**src/rtl/uart_rx_sched.sv**
```systemverilog
// uart_rx_sched: 8N1 UART receiver with oversampled mid-bit sampling and an FWFT byte FIFO.
// Optional parity support is compiled in with `define UART_RX_PARITY_EN.
module uart_rx_sched #(
    parameter int unsigned CLK_FREQ   = 50_000_000,
    parameter int unsigned BAUD       = 115200,
    parameter int unsigned OVERSAMPLE = 16,
`ifdef UART_RX_PARITY_EN
    parameter bit          ODD_PARITY = 1'b0,
`endif
    parameter int unsigned FIFO_DEPTH = 4
) (
    input  logic       clk,
    input  logic       rst_n,
    input  logic       rxd,
    output logic [7:0] rx_data,
    output logic       rx_valid,
    input  logic       rx_ready,
    output logic       frame_err,
    output logic       overrun,
`ifdef UART_RX_PARITY_EN
    output logic       parity_err,
`endif
    output logic       busy
);

    localparam int unsigned DIV_RAW = CLK_FREQ / (BAUD * OVERSAMPLE);
    localparam int unsigned DIV     = (DIV_RAW == 0) ? 1 : DIV_RAW;
    localparam int unsigned DIV_W   = (DIV > 1) ? $clog2(DIV) : 1;
    localparam int unsigned TC_W    = $clog2(OVERSAMPLE);
    localparam int unsigned PTR_W   = $clog2(FIFO_DEPTH);

    typedef enum logic [2:0] {
        StIdle,
        StStart,
        StData,
        StStop
`ifdef UART_RX_PARITY_EN
        , StParity
`endif
    } state_e;

    state_e            state_q;
    logic              sync_q;
    logic              rxs_q;
    logic [DIV_W-1:0]  div_q;
    logic [TC_W-1:0]   tc_q;
    logic [2:0]        bit_q;
    logic [7:0]        shift_q;
`ifdef UART_RX_PARITY_EN
    logic              par_bad_q;
`endif

    logic              tick;
    logic              tc_half;
    logic              tc_full;
    logic              push;
    logic              pop;
    logic              full;
    logic              empty;

    logic [7:0]        mem_q [FIFO_DEPTH];
    logic [PTR_W:0]    wr_q;
    logic [PTR_W:0]    rd_q;

    // Two-flop synchronizer; preset high so reset does not look like a start edge.
    always_ff @(posedge clk or negedge rst_n) begin
        if (!rst_n) begin
            sync_q <= 1'b1;
            rxs_q  <= 1'b1;
        end else begin
            sync_q <= rxd;
            rxs_q  <= sync_q;
        end
    end

    assign tick    = (div_q == DIV_W'(DIV - 1));
    assign tc_half = (tc_q == TC_W'(OVERSAMPLE / 2 - 1));
    assign tc_full = (tc_q == TC_W'(OVERSAMPLE - 1));
    assign busy    = (state_q != StIdle);

`ifdef UART_RX_PARITY_EN
    assign push = (state_q == StStop) && tick && tc_full && rxs_q && !par_bad_q;
`else
    assign push = (state_q == StStop) && tick && tc_full && rxs_q;
`endif

    always_ff @(posedge clk or negedge rst_n) begin
        if (!rst_n) begin
            state_q    <= StIdle;
            div_q      <= '0;
            tc_q       <= '0;
            bit_q      <= '0;
            shift_q    <= '0;
            frame_err  <= 1'b0;
`ifdef UART_RX_PARITY_EN
            par_bad_q  <= 1'b0;
            parity_err <= 1'b0;
`endif
        end else begin
            frame_err  <= 1'b0;
`ifdef UART_RX_PARITY_EN
            parity_err <= 1'b0;
`endif
            div_q <= tick ? '0 : div_q + 1'b1;
            unique case (state_q)
                StIdle: begin
                    // Holding the timebase cleared here aligns ticks to the start edge.
                    div_q <= '0;
                    tc_q  <= '0;
                    bit_q <= '0;
                    if (!rxs_q) state_q <= StStart;
                end
                StStart: begin
                    if (tick) begin
                        if (tc_half) begin
                            tc_q    <= '0;
                            state_q <= rxs_q ? StIdle : StData;
                        end else begin
                            tc_q <= tc_q + 1'b1;
                        end
                    end
                end
                StData: begin
                    if (tick) begin
                        if (tc_full) begin
                            tc_q    <= '0;
                            shift_q <= {rxs_q, shift_q[7:1]};
                            bit_q   <= bit_q + 1'b1;
`ifdef UART_RX_PARITY_EN
                            if (bit_q == 3'd7) state_q <= StParity;
`else
                            if (bit_q == 3'd7) state_q <= StStop;
`endif
                        end else begin
                            tc_q <= tc_q + 1'b1;
                        end
                    end
                end
`ifdef UART_RX_PARITY_EN
                StParity: begin
                    if (tick) begin
                        if (tc_full) begin
                            tc_q      <= '0;
                            par_bad_q <= rxs_q ^ (^shift_q) ^ ODD_PARITY;
                            state_q   <= StStop;
                        end else begin
                            tc_q <= tc_q + 1'b1;
                        end
                    end
                end
`endif
                StStop: begin
                    if (tick) begin
                        if (tc_full) begin
                            frame_err  <= !rxs_q;
`ifdef UART_RX_PARITY_EN
                            parity_err <= rxs_q & par_bad_q;
`endif
                            state_q    <= StIdle;
                        end else begin
                            tc_q <= tc_q + 1'b1;
                        end
                    end
                end
                default: state_q <= StIdle;
            endcase
        end
    end

    // FWFT FIFO; pointer MSB separates full from empty.
    assign empty    = (wr_q == rd_q);
    assign full     = (wr_q[PTR_W] != rd_q[PTR_W]) &&
                      (wr_q[PTR_W-1:0] == rd_q[PTR_W-1:0]);
    assign rx_valid = !empty;
    assign rx_data  = mem_q[rd_q[PTR_W-1:0]];
    assign pop      = rx_valid & rx_ready;

    always_ff @(posedge clk or negedge rst_n) begin
        if (!rst_n) begin
            wr_q    <= '0;
            rd_q    <= '0;
            overrun <= 1'b0;
            for (int i = 0; i < FIFO_DEPTH; i++) mem_q[i] <= '0;
        end else begin
            overrun <= push & full & !pop;
            if (push && (!full || pop)) begin
                mem_q[wr_q[PTR_W-1:0]] <= shift_q;
                wr_q <= wr_q + 1'b1;
            end
            if (pop) rd_q <= rd_q + 1'b1;
        end
    end

endmodule

```
**config.mk**
```make
export PLATFORM = sky130hd
export DESIGN_NAME = uart_rx_sched
export DESIGN_NICKNAME = d
export VERILOG_FILES = /design/src/rtl/uart_rx_sched.sv
export SDC_FILE = /design/constraint.sdc
export NUM_CORES = 1
export LEC_CHECK = 0
export CAP_MARGIN = 0
export CORE_ASPECT_RATIO = 2
export CORE_MARGIN = 10
export CORE_UTILIZATION = 60
export CTS_BUF_LIST = sky130_fd_sc_hd__clkbuf_16
export DETAILED_ROUTE_END_ITERATION = 8
export GPL_TIMING_DRIVEN = 0
export PLACE_DENSITY_LB_ADDON = 0.15
export SLEW_MARGIN = 10
export SYNTH_ARGS = -nofsm -noshare
export SYNTH_HDL_FRONTEND = slang
export SYNTH_SLANG_ARGS = --single-unit
```
**constraint.sdc**
```tcl
create_clock -name clk -period 3.19 [get_ports clk]
set_input_delay 0.957 -clock clk [delete_from_list [all_inputs] [get_ports clk]]
set_output_delay 0.957 -clock clk [all_outputs]
set_load 0.005 [all_outputs]
```
==> impl_metrics.tcl, run 1 <==
set metrics [dict create \
    slowest_stage "mux4_2" \
    chipHeight_um 120 \
    yosysTopAreaCell "dfrtp_1" \
    fin_skew_ns 0.00468 \
    synth_edf_count 0 \
    reg2reg_to "mem_q[7]$_DFFE_PN0P_" \
    hold_path.class "flip-flop to flip-flop" \
    power_density_mw_per_mm2 493 \
    avgSynthCellArea_um2 13.8 \
    r2r-start "div_q[0]$_DFF_PN0_" \
    synth_common_cells "dfrtp_1, mux2_2, ha_1, inv_1" \
    cpLargestDelayFamily "buffers and inverters" \
    hold_buffers 0 \
    fin_crit_sh_pct 89.3 \
    worstSetupPathType "flip-flop to output pin" \
    drt_iter0_drc 58 \
    routed_via_density 5.90 \
    cp_max_fo 10 \
    rr_worst_depth 6 \
    synthArstFlopShare_pct 100 \
    htreeDepth 3 \
    cts.sinks 64 \
    leakagePower_nw 1.69 \
    io_pins 16 \
    setup.worst_path.start_class "flip-flop" \
    grt_pass1_vias 1966 \
    final_nets 265 \
    cp.depth 3 \
    place_congestion 0.759 \
    ys_seq_area_share_pct 53.0 \
    rsz0062_at_grt "false" \
    drcViolationCount 0 \
    detail-route-antenna-nets 0 \
    cts_tree "yes" \
    synth_top_area_share_pct 51.2 \
    cts_resized 0 \
    ys_types 39 \
    initial_core_util_pct 62.3 \
    crit_chain "buf_4 > mux4_2 > clkdlybuf4s50_1" \
    cts_buffer_depth 2 \
    finalPower_mw 1.74 \
    syn_inst 220 \
    wire_per_inst_um 16.6 \
    grtUsageTotal_pct 13.2 \
    crit_start "rd_q[0]$_DFFE_PN0P_" \
    core.rowCount 36 \
    yosysWarnings 0 \
    worst_slew_pin_slew_ns 0.776 \
    dpl.cell_count 292 \
    r2r_slack_ns 1.03 \
    dpl.hpwl_um 3650 \
    synth-main-ff-cell "dfrtp_1" \
    max-vdd-ir-drop_mv 0.406 \
    routed_wirelength_um 5090 \
    synth_nets 239 \
    port-buffer-count 15 \
    die-width_um 70.2 \
    clk_pin_slew_worst_paths_ns 0.05 \
    clock.fmax_mhz 351 \
    syn_to_final_growth_pct 16.4 \
    grt_max_degree 65 \
    root_buffer "clkbuf_16" \
    critPathCaptureType "output pin" \
    fp.coreArea_mm2 0.00486 \
    synthTopCellsByArea "dfrtp_1, mux2_2, ha_1" \
    finalMaxSlewViolations 0 \
    min_period_ns 2.85 \
    antenna_found_initial 0 \
    cp.arrival_ns 1.89 \
    vias 1810 \
    setup_viol 0 \
    drive_gt1_share_pct 30.8 \
    worstPathRequired_ns 2.23 \
    fin_cells 307 \
    endpoint "rx_data[2]" \
    clkLatencyLatePin_ns 0.32 \
    drtPass1Iterations 4 \
    slew_headroom_pct 48.2 \
    grt_overflow 0 \
    cp_num_buf_inv 2 \
    grt_pass1_wl_um 9110 \
    cts_setup_buffers 0 \
    synth_most_common_cell "dfrtp_1" \
    status "completed" \
    hold_violations 0 \
    hold_ws_ns 0.356 \
    max_stage_delay_ns 0.53 \
    dieArea_mm2 0.00846 \
    cap_violations 0 \
    diodes 0 \
    syn_area_mm2 0.00303 \
    synth-seq-cells 64 \
    cts_buffers 9 \
]
==> final cells by class <==
type                    count  area [µm²]
plain buffers               4        22.5
clock inverters             6        53.8
flip-flops and latches     64        1600
clock buffers               9         225
multi-input cells         141        1360
fillers                   327        1340
well taps                  57        71.3
inverters                  11        41.3
repair buffers             15         148
==> through the flow <==
| step | area [µm²] | setup TNS (ns) | utilization (%) | worst slack (ns) |
|---|---|---|---|---|
| 2_1_floorplan | 3030 | 0 | - | 1.18 |
| 3_3_place_gp | 3250 | -54.13 | 66.8 | -0.872 |
| 3_5_place_dp | 3250 | 0 | 66.8 | 0.617 |
| 4_1_cts | 3530 | 0 | 72.5 | 0.299 |
| 5_1_grt | 3530 | 0 | 72.5 | 0.236 |
| 6_report | 3530 | 0 | 72.5 | 0.341 |
==> cell families (layout without fill, tap and decap cells) <==
group           Yosys count  count (layout)  share of synthesized area (%)
compound gates           19              19                           4.59
xor+xnor                  9               9                           2.60
fa+ha+maj                15              15                           6.20
buf+inv                  15              45                           2.11
flops                    64              64                           53.0
mux                      51              51                           21.9
simple gates             47              47                           9.62
==> report_power, final <==
part           switching [mW]  total [mW]  internal [mW]
Sequential           0.000979       0.817          0.816
Combinational          0.0155      0.0191        0.00359
Clock                   0.314       0.903          0.589
Total                   0.330        1.74           1.41
==> routing by layer <==
layer	track usage (%)	vias up	wire (µm)
met5	0	-	0
met4	6.58	0	123
met3	4.59	11	214
met2	23.2	28	2820
met1	13.2	916	1930
li1	-	855	-
==> layout by cell type, fill, tap and decap left out, types with 2 or more instances in the layout <==
cell / count
mux4_2: 8
nor4_1: 2
nand3b_1: 2
inv_1: 13
xnor2_1: 7
nand4b_1: 2
ha_1: 15
nand3_1: 9
o21ai_0: 5
clkdlybuf4s50_1: 14
dfstp_2: 2
nor3_1: 3
a21oi_1: 2
xor2_1: 2
a31oi_1: 2
mux2_2: 43
nor2_1: 9
buf_2: 3
nand3_2: 4
nand2_1: 7
dfrtp_1: 62
and4b_1: 2
buf_4: 2
clkbuf_16: 9
==> how the worst min path moves through the flow <==
stage                     slack, ns               to  depth (start not counted)              from
after floorplan                0.35  rxs_q$_DFF_PN1_                          0  sync_q$_DFF_PN1_
after global placement         0.35  rxs_q$_DFF_PN1_                          0  sync_q$_DFF_PN1_
after detailed placement       0.35  rxs_q$_DFF_PN1_                          0  sync_q$_DFF_PN1_
after CTS                      0.36  rxs_q$_DFF_PN1_                          0  sync_q$_DFF_PN1_
after global routing           0.36  rxs_q$_DFF_PN1_                          0  sync_q$_DFF_PN1_
final                          0.36  rxs_q$_DFF_PN1_                          0  sync_q$_DFF_PN1_
==> flip-flops by register name, summed over array words and instances, names as in the netlist, 2 cells and up <==
signal,flops
tc_q,4
div_q,5
shift_q,8
state_q,2
rd_q,3
mem_q,32
bit_q,3
wr_q,3
Power figures use the tool's default switching activity.
==> run 2: changes to the inputs <==
CORE_MARGIN = 2   (was 10)
CORE_UTILIZATION = 59   (was 60)
clock period = 2.65 ns   (was 3.19 ns; I/O delays follow)
==> impl_metrics.tcl, run 2 (synthesis gave the netlist of run 1 again) <==
set metrics [dict create \
    final_common_cell "dfrtp_1" \
    slowest_stage "mux4_2" \
    slew_headroom_pct 47.6 \
    max_stage_delay_ns 0.51 \
    setup.worst_path.start_class "flip-flop" \
    setup_viol 0 \
    dieArea_mm2 0.00576 \
    crit_chain "buf_4 > buf_12 > mux4_2 > dlygate4sd2_1" \
    grtUsageTotal_pct 22.6 \
    antenna_found_initial 0 \
    grt_util_met3_pct 5.52 \
    critPathCaptureType "output pin" \
    drt_iter0_drc 21 \
    layout_common_cells "dfrtp_1, mux2_2, inv_1, ha_1" \
    max-vdd-ir-drop_mv 0.518 \
    clock.fmax_mhz 387 \
    grt.met1_usage_pct 25.8 \
    grt.busiest_layer "met2" \
    largest_reg_flops 32 \
    fp.coreArea_mm2 0.00491 \
    hold_ws_ns 0.355 \
    drcViolationCount 0 \
    hold_violations 0 \
    cts_buffers 9 \
    status "completed" \
    syn_to_final_growth_pct 17.6 \
    routed_via_density 5.89 \
    worst_slew_pin_slew_ns 0.786 \
    top_register "mem_q" \
    htreeDepth 3 \
    chipHeight_um 105 \
    finalPower_mw 1.99 \
    dpl.hpwl_um 3520 \
    r2r_slack_ns 0.50 \
    wire_per_inst_um 17.1 \
    seqCellArea_mm2 0.00161 \
    vias 1826 \
    min_period_ns 2.58 \
    core.rowCount 36 \
    top_regs "mem_q (32), shift_q (8), div_q (5)" \
    grt_pass1_vias 1964 \
    dp_slack_ns 0.228 \
    hold_path.class "flip-flop to flip-flop" \
    io_pins 16 \
    initial_core_util_pct 61.7 \
    fin_skew_ns 0.00732 \
    routed_wirelength_um 5300 \
    utilization_pct 72.5 \
    finalMaxSlewViolations 0 \
    worstPathRequired_ns 1.86 \
    drive_gt1_share_pct 31.2 \
    n_fill_cell 326 \
    final_nets 268 \
    cts.sinks 64 \
    power_density_mw_per_mm2 560 \
    die-width_um 54.7 \
    grt_pass1_wl_um 9240 \
    leakagePower_nw 1.79 \
    grt_max_degree 65 \
    cts_buffer_depth 2 \
    hold_buffers 0 \
    root_buffer "clkbuf_16" \
    met2_usage_pct 36.6 \
    cap_violations 0 \
    clk_pin_slew_worst_paths_ns 0.05 \
    clkLatencyLatePin_ns 0.33 \
    place_congestion 0.732 \
    cts_tree "yes" \
    multi_input_area_mm2 0.00137 \
    fin_crit_sh_pct 97.5 \
    diodes 0 \
    worstSetupPathType "flip-flop to output pin" \
    grt_overflow 0 \
    setup_slack_ns 0.0663 \
    port-buffer-count 15 \
    drtPass1Iterations 4 \
    detail-route-antenna-nets 0 \
    cp_max_fo 5 \
    cp.arrival_ns 1.79 \
]
run 2: cell count changes in the layout (fill, tap and decap cells not counted), sizes merged:
cell           delta
clkdlybuf4s50     -8
dlygate4sd2       +5
dlymetal6s2s      +3
inv               +2
buf               +3
bufinv            -1
clkinvlp          -1
run 2: layer usage:
layer  wire length, µm  vias up  part of all wire [%]
met5                 0        -                     0
met4               174        0                   3.3
li1                  -      864                     -
met2              2910       25                    55
met1              2060      923                    39
met3               157       14                   3.0
run 2: final cells by class:
cell class,count,area share (%)
Inverter,11,1.16
Multi-Input combinational cell,141,38.4
Sequential cell,64,45.1
Tap cell,57,2.00
Clock buffer,9,6.32
Clock inverter,6,0.632
Buffer,4,0.984
Timing Repair Buffer,18,5.38
run 2: what timing repair did:
| item | 4_1_cts | 5_1_grt |
|---|---|---|
| resized for setup | 10 | 4 |
| setup buffers | 2 | 0 |
| gates cloned | 1 | 0 |
| pin swaps | 0 | 1 |
| endpoints found under the setup margin | 8 | 4 |
run 2: final timing paths:
path,cells after the start,end,from
max reg2reg,6,mem_q[7]$_DFFE_PN0P_,div_q[0]$_DFF_PN0_
max,4,rx_data[6],rd_q[0]$_DFFE_PN0P_
min,0,rxs_q$_DFF_PN1_,sync_q$_DFF_PN1_
min reg2reg,0,rxs_q$_DFF_PN1_,sync_q$_DFF_PN1_
max in group asynchronous,1,rd_q[0]$_DFFE_PN0P_,rst_n
min in group asynchronous,1,rd_q[2]$_DFFE_PN0P_,rst_n
run 2: stage by stage:
stage	setup TNS, ns	area (µm²)	cells
floorplan	0	3030	220
global placement	-75.46	3250	292
detailed placement	0	3250	292
CTS	0	3550	310
global route	-0.000491	3560	310
finish	0	3560	310
run 2: critical path: cells and delay by family, from the launching register on:
family                 cells  cell delay, ns
buffers and inverters      3            0.54
multiplexers               1            0.51
flip-flops                 1            0.41
run 2: where the power goes:
group / leakage (nW) / internal, mW / switching, mW
logic: 0.795 / 0.00432 / 0.0190
clock network: 0.135 / 0.605 / 0.382
registers: 0.861 / 0.982 / 0.00123
